<file path="config.mk">
export PLATFORM = sky130hd
export DESIGN_NAME = weight_bit_serializer
export DESIGN_NICKNAME = d
export VERILOG_FILES = /design/src/rtl/weight_bit_serializer.sv
export SDC_FILE = /design/constraint.sdc
export NUM_CORES = 1
export LEC_CHECK = 0
export ABC_CLOCK_PERIOD_IN_PS = 5470
export CAP_MARGIN = 20
export CORE_ASPECT_RATIO = 1.1
export CORE_MARGIN = 10
export CORE_UTILIZATION = 43
export DETAILED_ROUTE_END_ITERATION = 6
export PLACE_DENSITY = 0.68
export SLEW_MARGIN = 20
export SYNTH_ARGS = -nofsm -noshare
export SYNTH_HDL_FRONTEND = slang
export SYNTH_SLANG_ARGS = --single-unit
</file>
<file path="constraint.sdc">
create_clock -name clk -period 5.47 [get_ports clk]
set_clock_uncertainty 0.15 [all_clocks]
set_input_delay 0.8205 -clock clk [delete_from_list [all_inputs] [get_ports clk]]
set_output_delay 0.8205 -clock clk [all_outputs]
set_load 0.005 [all_outputs]
</file>
<file path="src/rtl/weight_bit_serializer.sv">
// Converts a vector of signed weights to sign-magnitude and streams magnitude bit-columns to a bit-serial MAC.
// One PRIME cycle plus one cycle per presented column; in_ready only in IDLE and on the last column.
module weight_bit_serializer #(
  parameter int DATA_WIDTH    = 8,
  parameter int VEC_LENGTH    = 8,
  parameter int SKIP_ZERO_COL = 1
) (
  input  logic                         clk,
  input  logic                         reset,
  input  logic                         in_valid,
  output logic                         in_ready,
  input  logic signed [DATA_WIDTH-1:0] weight  [VEC_LENGTH],
  input  logic signed [DATA_WIDTH-1:0] act     [VEC_LENGTH],
  output logic signed [DATA_WIDTH-1:0] act_out [VEC_LENGTH],
  output logic        [VEC_LENGTH-1:0] sign,
  output logic        [VEC_LENGTH-1:0] w_bit,
  output logic                   [2:0] column_idx,
  output logic                         bit_valid,
  output logic                         vec_done
);

  typedef enum logic [1:0] {
    IDLE   = 2'd0,
    PRIME  = 2'd1,
    SERIAL = 2'd2
  } state_t;

  state_t                state;
  state_t                state_nxt;
  logic [DATA_WIDTH-1:0] mag [VEC_LENGTH];
  logic [DATA_WIDTH-1:0] col_mask;
  logic [DATA_WIDTH-1:0] pend;
  logic [DATA_WIDTH-1:0] pend_clr;
  logic            [2:0] col;
  logic                  last;
  logic                  accept;

  // -128 wraps back to 8'h80, which is exactly its magnitude as unsigned.
  function automatic logic [DATA_WIDTH-1:0] magnitude(input logic signed [DATA_WIDTH-1:0] w);
    magnitude = w[DATA_WIDTH-1] ? DATA_WIDTH'(-w) : DATA_WIDTH'(w);
  endfunction

  function automatic logic [2:0] first_col(input logic [DATA_WIDTH-1:0] m);
    first_col = '0;
    for (int c = DATA_WIDTH - 1; c >= 0; c--) begin
      if (m[c]) first_col = 3'(c);
    end
  endfunction

  always_comb begin
    col_mask = '0;
    for (int j = 0; j < VEC_LENGTH; j++) begin
      col_mask = col_mask | magnitude(weight[j]);
    end
  end

  // pend holds the columns still to present, including the current one.
  assign pend_clr = pend & ~(DATA_WIDTH'(1) << col);
  assign last     = (state == SERIAL) && (pend_clr == '0);
  assign accept   = in_valid && in_ready;

  always_ff @(posedge clk or posedge reset) begin
    if (reset) state <= IDLE;
    else       state <= state_nxt;
  end

  always_comb begin
    state_nxt  = state;
    in_ready   = 1'b0;
    bit_valid  = 1'b0;
    vec_done   = 1'b0;
    column_idx = '0;
    w_bit      = '0;
    case (state)
      IDLE: begin
        in_ready = 1'b1;
        if (in_valid) state_nxt = PRIME;
      end
      PRIME: state_nxt = SERIAL;
      SERIAL: begin
        bit_valid  = 1'b1;
        column_idx = col;
        for (int j = 0; j < VEC_LENGTH; j++) begin
          w_bit[j] = mag[j][col];
        end
        if (last) begin
          vec_done  = 1'b1;
          in_ready  = 1'b1;
          state_nxt = in_valid ? PRIME : IDLE;
        end
      end
      default: state_nxt = IDLE;
    endcase
    if (reset) in_ready = 1'b0;
  end

  always_ff @(posedge clk or posedge reset) begin
    if (reset) begin
      for (int j = 0; j < VEC_LENGTH; j++) begin
        act_out[j] <= '0;
        mag[j]     <= '0;
      end
      sign <= '0;
      pend <= '0;
      col  <= '0;
    end else begin
      if (state == PRIME) begin
        col <= first_col(pend);
      end else if (state == SERIAL && !last) begin
        pend <= pend_clr;
        col  <= first_col(pend_clr);
      end
      if (accept) begin
        for (int j = 0; j < VEC_LENGTH; j++) begin
          act_out[j] <= act[j];
          sign[j]    <= weight[j][DATA_WIDTH-1];
          mag[j]     <= magnitude(weight[j]);
        end
        pend <= (SKIP_ZERO_COL != 0) ? col_mask : '1;
      end
    end
  end

endmodule

</file>
==> results of run 1 <==
-- cells by family (layout without fill, tap and decap cells) --
logic type | after synthesis | in the layout | synth area share [%]
DFF | 149 | 149 | 44.9
AOI/OAI and AO/OA | 90 | 90 | 8.16
and+or+nand+nor | 178 | 178 | 12.1
xor gates and xnor gates | 16 | 16 | 1.69
adders and majority gates | 8 | 8 | 1.21
buffers and inverters | 100 | 318 | 5.25
muxes | 178 | 178 | 26.7
-- worst max-delay path, stage by stage, from the launching register on --
cell and delay [ns]:
dfrtp_1 0.76, nand2b_1 0.22, a41oi_2 0.17, or4_1 0.72, a21oi_1 0.22, and2_1 0.15
clkdlybuf4s50_1 0.50
-- stage by stage --
stage / util [%] / instances
finish: 59.1 / 1184
global route: 59.1 / 1184
CTS: 59.1 / 1184
detailed placement: 56.0 / 1153
global placement: 56.0 / 1153
floorplan: - / 719
-- state kept, by name (all words and copies together) (netlist names) --
register and cells:
pend 8, act_out 64, sign 8, state 2, mag 64, col 3
-- worst paths after layout --
kind / cells after the start / start / to / slack, ns
max: 6 / col[0]$_DFFE_PP0P_ / in_ready / 1.33
min: 1 / act_out[44]$_DFFE_PP0N_ / act_out[44]$_DFFE_PP0N_ / 0.35
max reg2reg: 6 / col[0]$_DFFE_PP0P_ / mag[60]$_DFFE_PP0N_ / 1.79
min reg2reg: 1 / act_out[44]$_DFFE_PP0N_ / act_out[44]$_DFFE_PP0N_ / 0.35
max in group asynchronous: 3 / reset / mag[37]$_DFFE_PP0N_ / 3.36
min in group asynchronous: 2 / reset / act_out[51]$_DFFE_PP0N_ / 0.60
-- cells in the final DEF, fill, tap and decap left out, types with 7 or more instances in the layout --
master | synthesis | final
nor3_1 | 12 | 12
nand2_1 | 19 | 19
nor3b_1 | 7 | 7
clkdlybuf4s50_1 | 0 | 216
clkbuf_16 | 0 | 17
nand2b_1 | 10 | 10
or2_2 | 11 | 11
nand4_1 | 14 | 14
inv_1 | 63 | 62
xnor2_1 | 8 | 8
xor2_1 | 8 | 8
ha_1 | 8 | 8
mux2_2 | 73 | 73
mux2_4 | 29 | 29
or3b_2 | 9 | 9
o31ai_1 | 15 | 15
nor2_1 | 40 | 40
a21boi_0 | 9 | 9
dfrtp_1 | 149 | 149
nor4_1 | 13 | 13
mux2i_1 | 60 | 60
a31oi_1 | 10 | 10
nor2b_1 | 28 | 28
mux4_2 | 16 | 16
a21oi_1 | 7 | 7
-- area by class of cell --
| type | instances | area [um2] | area share, % |
|---|---|---|---|
| clock inverters | 13 | 148 | 1.31 |
| well taps | 247 | 309 | 2.75 |
| clock buffers | 18 | 439 | 3.91 |
| flip-flops and latches | 149 | 3730 | 33.2 |
| repair buffers | 223 | 2230 | 19.8 |
| multi-input cells | 470 | 4150 | 36.9 |
| inverters | 64 | 245 | 2.18 |
-- power groups by stage --
stage | registers, mW | clock network, mW | logic (mW)
after floorplan | 1.90 | 0 | 1.32
after global placement | 1.98 | 0 | 2.32
after detailed placement | 1.98 | 0 | 2.35
after CTS | 1.98 | 1.20 | 2.36
after global routing | 2.05 | 1.25 | 2.50
final | 1.98 | 1.17 | 2.32
-- layer usage --
metal | wire (um) | global-route usage, %
met5 | 0 | 0
met2 | 12600 | 33.4
met4 | 269 | 4.61
met3 | 1010 | 3.70
met1 | 9930 | 22.6
==> reports/metrics.cfg, run 1 <==
[logic_synthesis]
synth.area.top_cells=dfrtp_1, mux2_2, mux2i_1
async_reset_ff_share_pct=100
ys_types=55
yosys_warnings=0
yosys-top-cells-count=dfrtp_1, mux2_2, inv_1, mux2i_1, nor2_1
synth_flop_cell=dfrtp_1
synth.cell_area_um2=8300
syn_nets=858
synth_top_area_share_pct=44.9
synth-edff-count=0
synth-seq-cells=149
syn_inst=719
synth.most_common_cell=dfrtp_1
synth.yosys.seq_area_share_pct=44.9
synth.avg_cell_area_um2=11.5
yosysTopAreaCell=dfrtp_1

[final_layout]
insertedDiodeCount=0
fin_nets=1064
final_area_um2=11200
drive_above_1_share_pct=20.0
area_growth_syn_to_layout_pct=35.4
filler_cell_count=1618

[setup_path]
criticalPathCategory=reg -> out
cp-start-kind=register
critPathArrivalTime_ns=3.17
cp-end-kind=output port
cp_max_fo=16
cp.required_ns=4.50

[sta]
tightest_slew_ns=0.999
drv_slew=0
setup_violations=0
finalCritPeriodShare_pct=75.6
fin_setup_tns_ns=0
fin_crit_ns=4.14
fin_ws_ns=1.33
rsz0062_at_grt=no
finalHoldWorstSlack_ns=0.353
hold_viol_final=0
max_freq_mhz=242
slew_headroom_pct=33.4

[pwr]
netSwitchingPower_mw=1.70
ir_drop_mv=0.259
p_seq_share_pct=36.2
internal-power_mw=3.76
p_comb_share_pct=42.4
power.total_mw=5.46
clkPwrFrac_pct=21.4
power_density_nw_per_um2=486
leakagePower_nw=5.10
switching_share_pct=31.1

[drt]
drtIter0Drc=328
viasPerCell=5.29
drt_drc_violations_left=0
vias=6268
drt_pre_antenna_iters=4
drt-total-wl_mm=23.8
antenna_left=0
wl_per_cell_um=20.1

[min_path]
hp-class=reg -> reg

[flow_run]
drv_cap=0

[global_routing]
grt_pass1_wl_mm=37.9
grt_antenna_before_repair=0
grt_util_all_layers_pct=18.8
grt_max_degree=76
overflow=0
grt_pass1_vias=6506

[cts]
clock_sinks=149
clockRootBuffer=clkbuf_16
post_cts_buffers=0
clock_path_buffers=2
cts_buffers=17
ctsHoldBuffers=0
clk_latency_ns=0.42
clk_pin_slew_ns=0.06
cts_tree=done
cts_resized=0
htree_levels=4

[place]
dpl.hpwl_mm=18.3
io_buffers=216
dpl-instance-area_um2=10700
dp_slack_ns=1.77
place_congestion=0.875

[floorplan]
ioPinCount=217
die_x_um=152
dieArea_um2=25300
num_rows=53
start_util_pct=43.6
die_y_um=166
coreArea_um2=19000

[outcome]
status=finished clean

Note: power is estimated with default switching activity, not from simulation.
==> run 2, diff against run 1 <==
--- a/config.mk
+++ b/config.mk
@@ -5,7 +5,7 @@
 export SDC_FILE = /design/constraint.sdc
 export NUM_CORES = 1
 export LEC_CHECK = 0
-export ABC_CLOCK_PERIOD_IN_PS = 5470
+export ABC_CLOCK_PERIOD_IN_PS = 4300
 export CAP_MARGIN = 20
 export CORE_ASPECT_RATIO = 1.1
 export CORE_MARGIN = 10
==> constraint.sdc (replaced) <==
create_clock -name clk -period 4.3 [get_ports clk]
set_clock_uncertainty 0.15 [all_clocks]
set_input_delay 0.645 -clock clk [delete_from_list [all_inputs] [get_ports clk]]
set_output_delay 0.645 -clock clk [all_outputs]
set_load 0.005 [all_outputs]
==> run 2 against run 1 <==
Against the previous run:
- via count decreased by 0.16%
- wire length decreased by 0.97%
- worst hold slack is essentially flat
- clock power grew 25%
- power increased by 27%
- largest power group unchanged
- highest routed layer is now met5
==> reports/metrics.cfg, run 2 (synthesis gave the netlist of run 1 again) <==
[sta]
finalCritPeriodShare_pct=91.0
tightest_slew_ns=0.898
hold_viol_final=0
slew_headroom_pct=39.6
setup_violations=0
rsz0062_at_grt=no
max_freq_mhz=256
fin_crit_ns=3.91
fin_ws_ns=0.389
fin_setup_tns_ns=0
drv_slew=0
finalHoldWorstSlack_ns=0.353

[cts]
post_cts_buffers=0
clockRootBuffer=clkbuf_16
clk_latency_ns=0.42
ctsHoldBuffers=0
htree_levels=4
cts_buffers=17
cts_tree=done
cts_resized=0
clock_path_buffers=2
clk_pin_slew_ns=0.06
clock_sinks=149

[global_routing]
grt_util_all_layers_pct=18.2
overflow=0
grt_pass1_vias=6402
grt_antenna_before_repair=1
grt_max_degree=150
grt_pass1_wl_mm=36.7

[final_layout]
multi_input_area_um2=4150
final_core_util_pct=59.2
final_area_um2=11300
drive_above_1_share_pct=20.0
fin_nets=1065
insertedDiodeCount=0
area_growth_syn_to_layout_pct=35.7
layoutNonFillerInstCount=1186
layout_commonest_cell=clkdlybuf4s50_1
filler_cell_count=1651
reg.largest.list=act_out: 64 flops, mag: 64 flops
regArea_um2=3730
final_cell_mix=clkdlybuf4s50_1, dfrtp_1, mux2_2

[pwr]
power_density_nw_per_um2=615
netSwitchingPower_mw=2.19
ir_drop_mv=0.353
internal-power_mw=4.74
p_comb_share_pct=43.1
power.total_mw=6.93
clkPwrFrac_pct=21.1
leakagePower_nw=5.11
p_seq_share_pct=35.7
switching_share_pct=31.7

[place]
dpl.hpwl_mm=18.0
place_inst=1154
dp_slack_ns=0.821
dpl-instance-area_um2=10700
io_buffers=216
place_congestion=0.866

[setup_path]
timing.rr.end=mag[62]$_DFFE_PP0N_
reg2reg_depth=6
criticalPathCategory=reg -> out
cp-end-kind=output port
cp_max_fo=12
cp-start-kind=register
r2r_setup_slack_ns=0.91
reg2reg_from=col[2]$_DFFE_PP0P_
cp.required_ns=3.50
critPathArrivalTime_ns=3.12

[drt]
drt-total-wl_mm=23.6
viasPerCell=5.28
drt_pre_antenna_iters=5
wl_per_cell_um=19.9
vias=6258
drtIter0Drc=346
drt_drc_violations_left=0
antenna_left=0

[outcome]
status=finished clean

[flow_run]
drv_cap=0

[floorplan]
start_util_pct=43.6
dieArea_um2=25300
die_x_um=152
die_y_um=166
num_rows=53
ioPinCount=217
coreArea_um2=19000

[min_path]
min_from=mag[30]$_DFFE_PP0N_
hp-class=reg -> reg
hold_depth=1
whs_endpoint=mag[30]$_DFFE_PP0N_

==> run 2: changes by cell type in the layout (fill, tap and decap cells not counted), sizes merged <==
cell      delta
bufinv       -1
clkinvlp     -1
inv          +1
clkinv       +2
buf          +1
==> run 2: power by group through the flow <==
stage / clock network [mW] / registers, mW / logic [mW]
2_1_floorplan: 0 / 2.42 / 1.67
3_3_place_gp: 0 / 2.47 / 2.99
3_5_place_dp: 0 / 2.49 / 3.02
4_1_cts: 1.50 / 2.48 / 3.04
5_1_grt: 1.56 / 2.57 / 3.22
6_report: 1.46 / 2.48 / 2.99
==> run 2: cell type report <==
cell class | instances | share of cell area [%]
multi-input combinational | 470 | 36.8
sequential | 149 | 33.1
timing repair buffer | 224 | 20.1
clock buffer | 18 | 3.81
tap | 247 | 2.74
inverter | 64 | 2.17
clock inverter | 14 | 1.29
==> run 2: layer usage <==
layer	vias up	wire length, um	GRT usage [%]
met1	3056	9980	22.3
met4	2	380	5.35
met2	175	12000	31.1
li1	2996	-	-
met5	-	8	0
met3	29	1150	4.04
==> run 2: how the worst max path moves through the flow <==
stage | start | end | slack (ns)
final | col[2]$_DFFE_PP0P_ | in_ready | 0.39
after global routing | col[2]$_DFFE_PP0P_ | in_ready | 0.24
after CTS | col[2]$_DFFE_PP0P_ | in_ready | 0.40
after detailed placement | weight[16] | pend[6]$_DFFE_PP0P_ | 0.82
after global placement | weight[16] | pend[6]$_DFFE_PP0P_ | 0.88
after floorplan | reset | in_ready | 0.27
==> run 2: critical path, cell delays in order, from the launching register on <==
cell	delay, ns
dfrtp_1	0.51
inv_2	0.37
a41oi_2	0.23
or4_1	0.70
a21oi_1	0.24
and2_1	0.15
clkdlybuf4s50_1	0.50
==> RTL edit (settings of run 1) <==
The 3 states of `state_t` get a one-hot encoding in 3 bits.
--- a/src/rtl/weight_bit_serializer.sv
+++ b/src/rtl/weight_bit_serializer.sv
@@ -19,10 +19,10 @@
   output logic                         vec_done
 );
 
-  typedef enum logic [1:0] {
-    IDLE   = 2'd0,
-    PRIME  = 2'd1,
-    SERIAL = 2'd2
+  typedef enum logic [2:0] {
+    IDLE   = 3'b001,
+    PRIME  = 3'b010,
+    SERIAL = 3'b100
   } state_t;
 
   state_t                state;
Check against the original RTL: no difference found for any inputs over 4 cycles, from zero or initial values and one cycle with reset high; so few cycles prove little.
==> RTL edit against run 1 <==
Total power is 5.4% lower; sequential power shrank 2%; design area up 0.11%; setup slack gained 0.0022 ns; cell count up 0.93%; sequential cell count increased by 1; maximum frequency barely moved; routed wire length is 1.4% higher; synthesized cell count up 0.97%; largest power group unchanged; register-to-register slack better by 0.23 ns; area after synthesis rose by 0.12%.
==> RTL edit: results (changes against run 1) <==
* Outcome: finished clean
* Synth Area in Compound Gates at 7.81% (-0.34 points)
* Layout cells sized above 1 at 18.5% (-1.5 points)
* Cts bufs inserted at 17 (unchanged)
* Synth top area cells: dfrtp_1, mux2_2, mux2i_1, mux4_2, inv_1
* DRT iter0 DRCs at 509 (+55%)
* I/O Buffers at 216 (unchanged)
* Mux contribution to synthesized area at 26.0% (-0.75 points)
* First-pass GRT wire length at 37600 um (-0.64%)
* Async set-reset flop share out of synthesis at 100% (unchanged)
* Post-DP Area at 10700 sq um (about the same)
* Leak pwr at 5.05 nW (-0.89%)
* H-Tree Depth at 4 (unchanged)
* Synth cell types at 56 (+1.8%)
* Inst Count DP at 1163 (+0.87%)
* Synth Area in XOR/XNOR at 1.69% (-0.0020 points)
* Crit Path Max Fanout at 19 (+3)
* Post-Synth Adder-Cell Area at 1.20% (-0.0015 points)
* Number of nets in the layout at 1074 (+0.94%)
* Initial antenna violation count at 0 (unchanged)
* Syn Area/Cell at 11.4 sq um (-0.84%)
* Pre-CTS WS at 1.77 ns (+0.000120 ns)
* WP data arrival at 3.16 ns (about the same)
* Antenna diodes at 0 (unchanged)
* Via count at 6428 (+2.6%)
* Hold WC Path Type: reg2reg
* Commonest cells in the netlist: dfrtp_1, mux2_2, inv_1, mux2i_1, nor2_1
* Cts repair resizes at 0 (unchanged)
* Worst slew pin tran at 0.965 ns (-0.0341 ns)
* Fillcell total at 1614 (-0.25%)
* Yosys warnings at 0 (unchanged)
* Clk_lat worst skew at 0.43 ns
* Setup Buffers After CTS at 0 (unchanged)
* Vias per cell at 5.38 (+1.6%)
* Post-Route WL at 24100 um (+1.4%)
* Largest regs: act_out x64, mag x64
* GRT Total Usage at 18.5% (-0.26 points)
* Syn Nets at 865 (+0.82%)
* TritonRoute pass-1 iters at 5 (+1)
* Worst-path clk slew at 0.07 ns
* Slowest-stage cell, CP: dfrtp_1
* Pin count of the biggest net entering global routing at 101 (+33%)
* VDD IR max at 255 uV (-1.5%)
* CTS root buf: clkbuf_16
* DPL Wire Length at 18500 um (+0.94%)
* Max clock buf depth at 2 (unchanged)
* Final Wtd Congestion at 0.820 (-6.3%)
* Seq/Total Area, Yosys at 45.2% (+0.26 points)
* Worst stage delay on the critical path at 0.98 ns (+0.22 ns)
==> RTL edit: critical path, delay by kind of cell (launching register included) <==
family,cells,cell delay [ns]
flops,1,0.98
compound gates,2,0.35
simple gates,3,0.87
buf+inv,1,0.54
==> RTL edit: cells by family (layout without fill, tap and decap cells) <==
family          Yosys count  in the layout
buf+inv                 106            328
flops                   150            150
fa+ha+maj                 8              8
compound gates           87             87
xor+xnor                 16             16
mux                     180            180
simple gates            179            179
==> RTL edit: area by class of cell <==
class | count | area [sq um] | area share (%)
clock inverters | 14 | 151 | 1.35
flip-flops and latches | 150 | 3750 | 33.4
well taps | 247 | 309 | 2.75
inverters | 72 | 275 | 2.45
repair buffers | 224 | 2230 | 19.9
clock buffers | 18 | 439 | 3.90
multi-input cells | 470 | 4090 | 36.3
==> RTL edit: final timing paths <==
path	startpoint	to	slack [ns]	cells past startpoint
setup reg to reg	col[0]	act_out[30]	2.02	6
setup / recovery	col[2]	in_ready	1.33	6
hold reg to reg	act_out[7]	act_out[7]	0.35	1
max in group asynchronous	reset	mag[53]	3.08	3
hold / removal	act_out[7]	act_out[7]	0.35	1
min in group asynchronous	reset	act_out[13]	0.89	2
==> RTL edit: through the flow <==
stage | util, % | hold WS, ns
floorplan | - | 0.324
detailed placement | 56.0 | 0.342
global route | 59.1 | 0.365
finish | 59.1 | 0.353
global placement | 56.0 | 0.337
CTS | 59.1 | 0.356
==> RTL edit: where the power goes <==
part	internal, mW	switching (mW)	total (mW)
Sequential	1.62	0.320	1.94
Clock	0.660	0.526	1.19
Combinational	1.29	0.747	2.04
==> RTL edit: routing by layer <==
layer / part of all wire [%] / GRT usage (%) / up-vias / routed length (um)
li1: - / - / 3030 / -
met4: 1.5 / 5.60 / 0 / 369
met1: 43 / 23.1 / 3193 / 10300
met2: 51 / 31.1 / 179 / 12200
met5: 0 / 0 / - / 0
met3: 4.9 / 4.17 / 26 / 1190
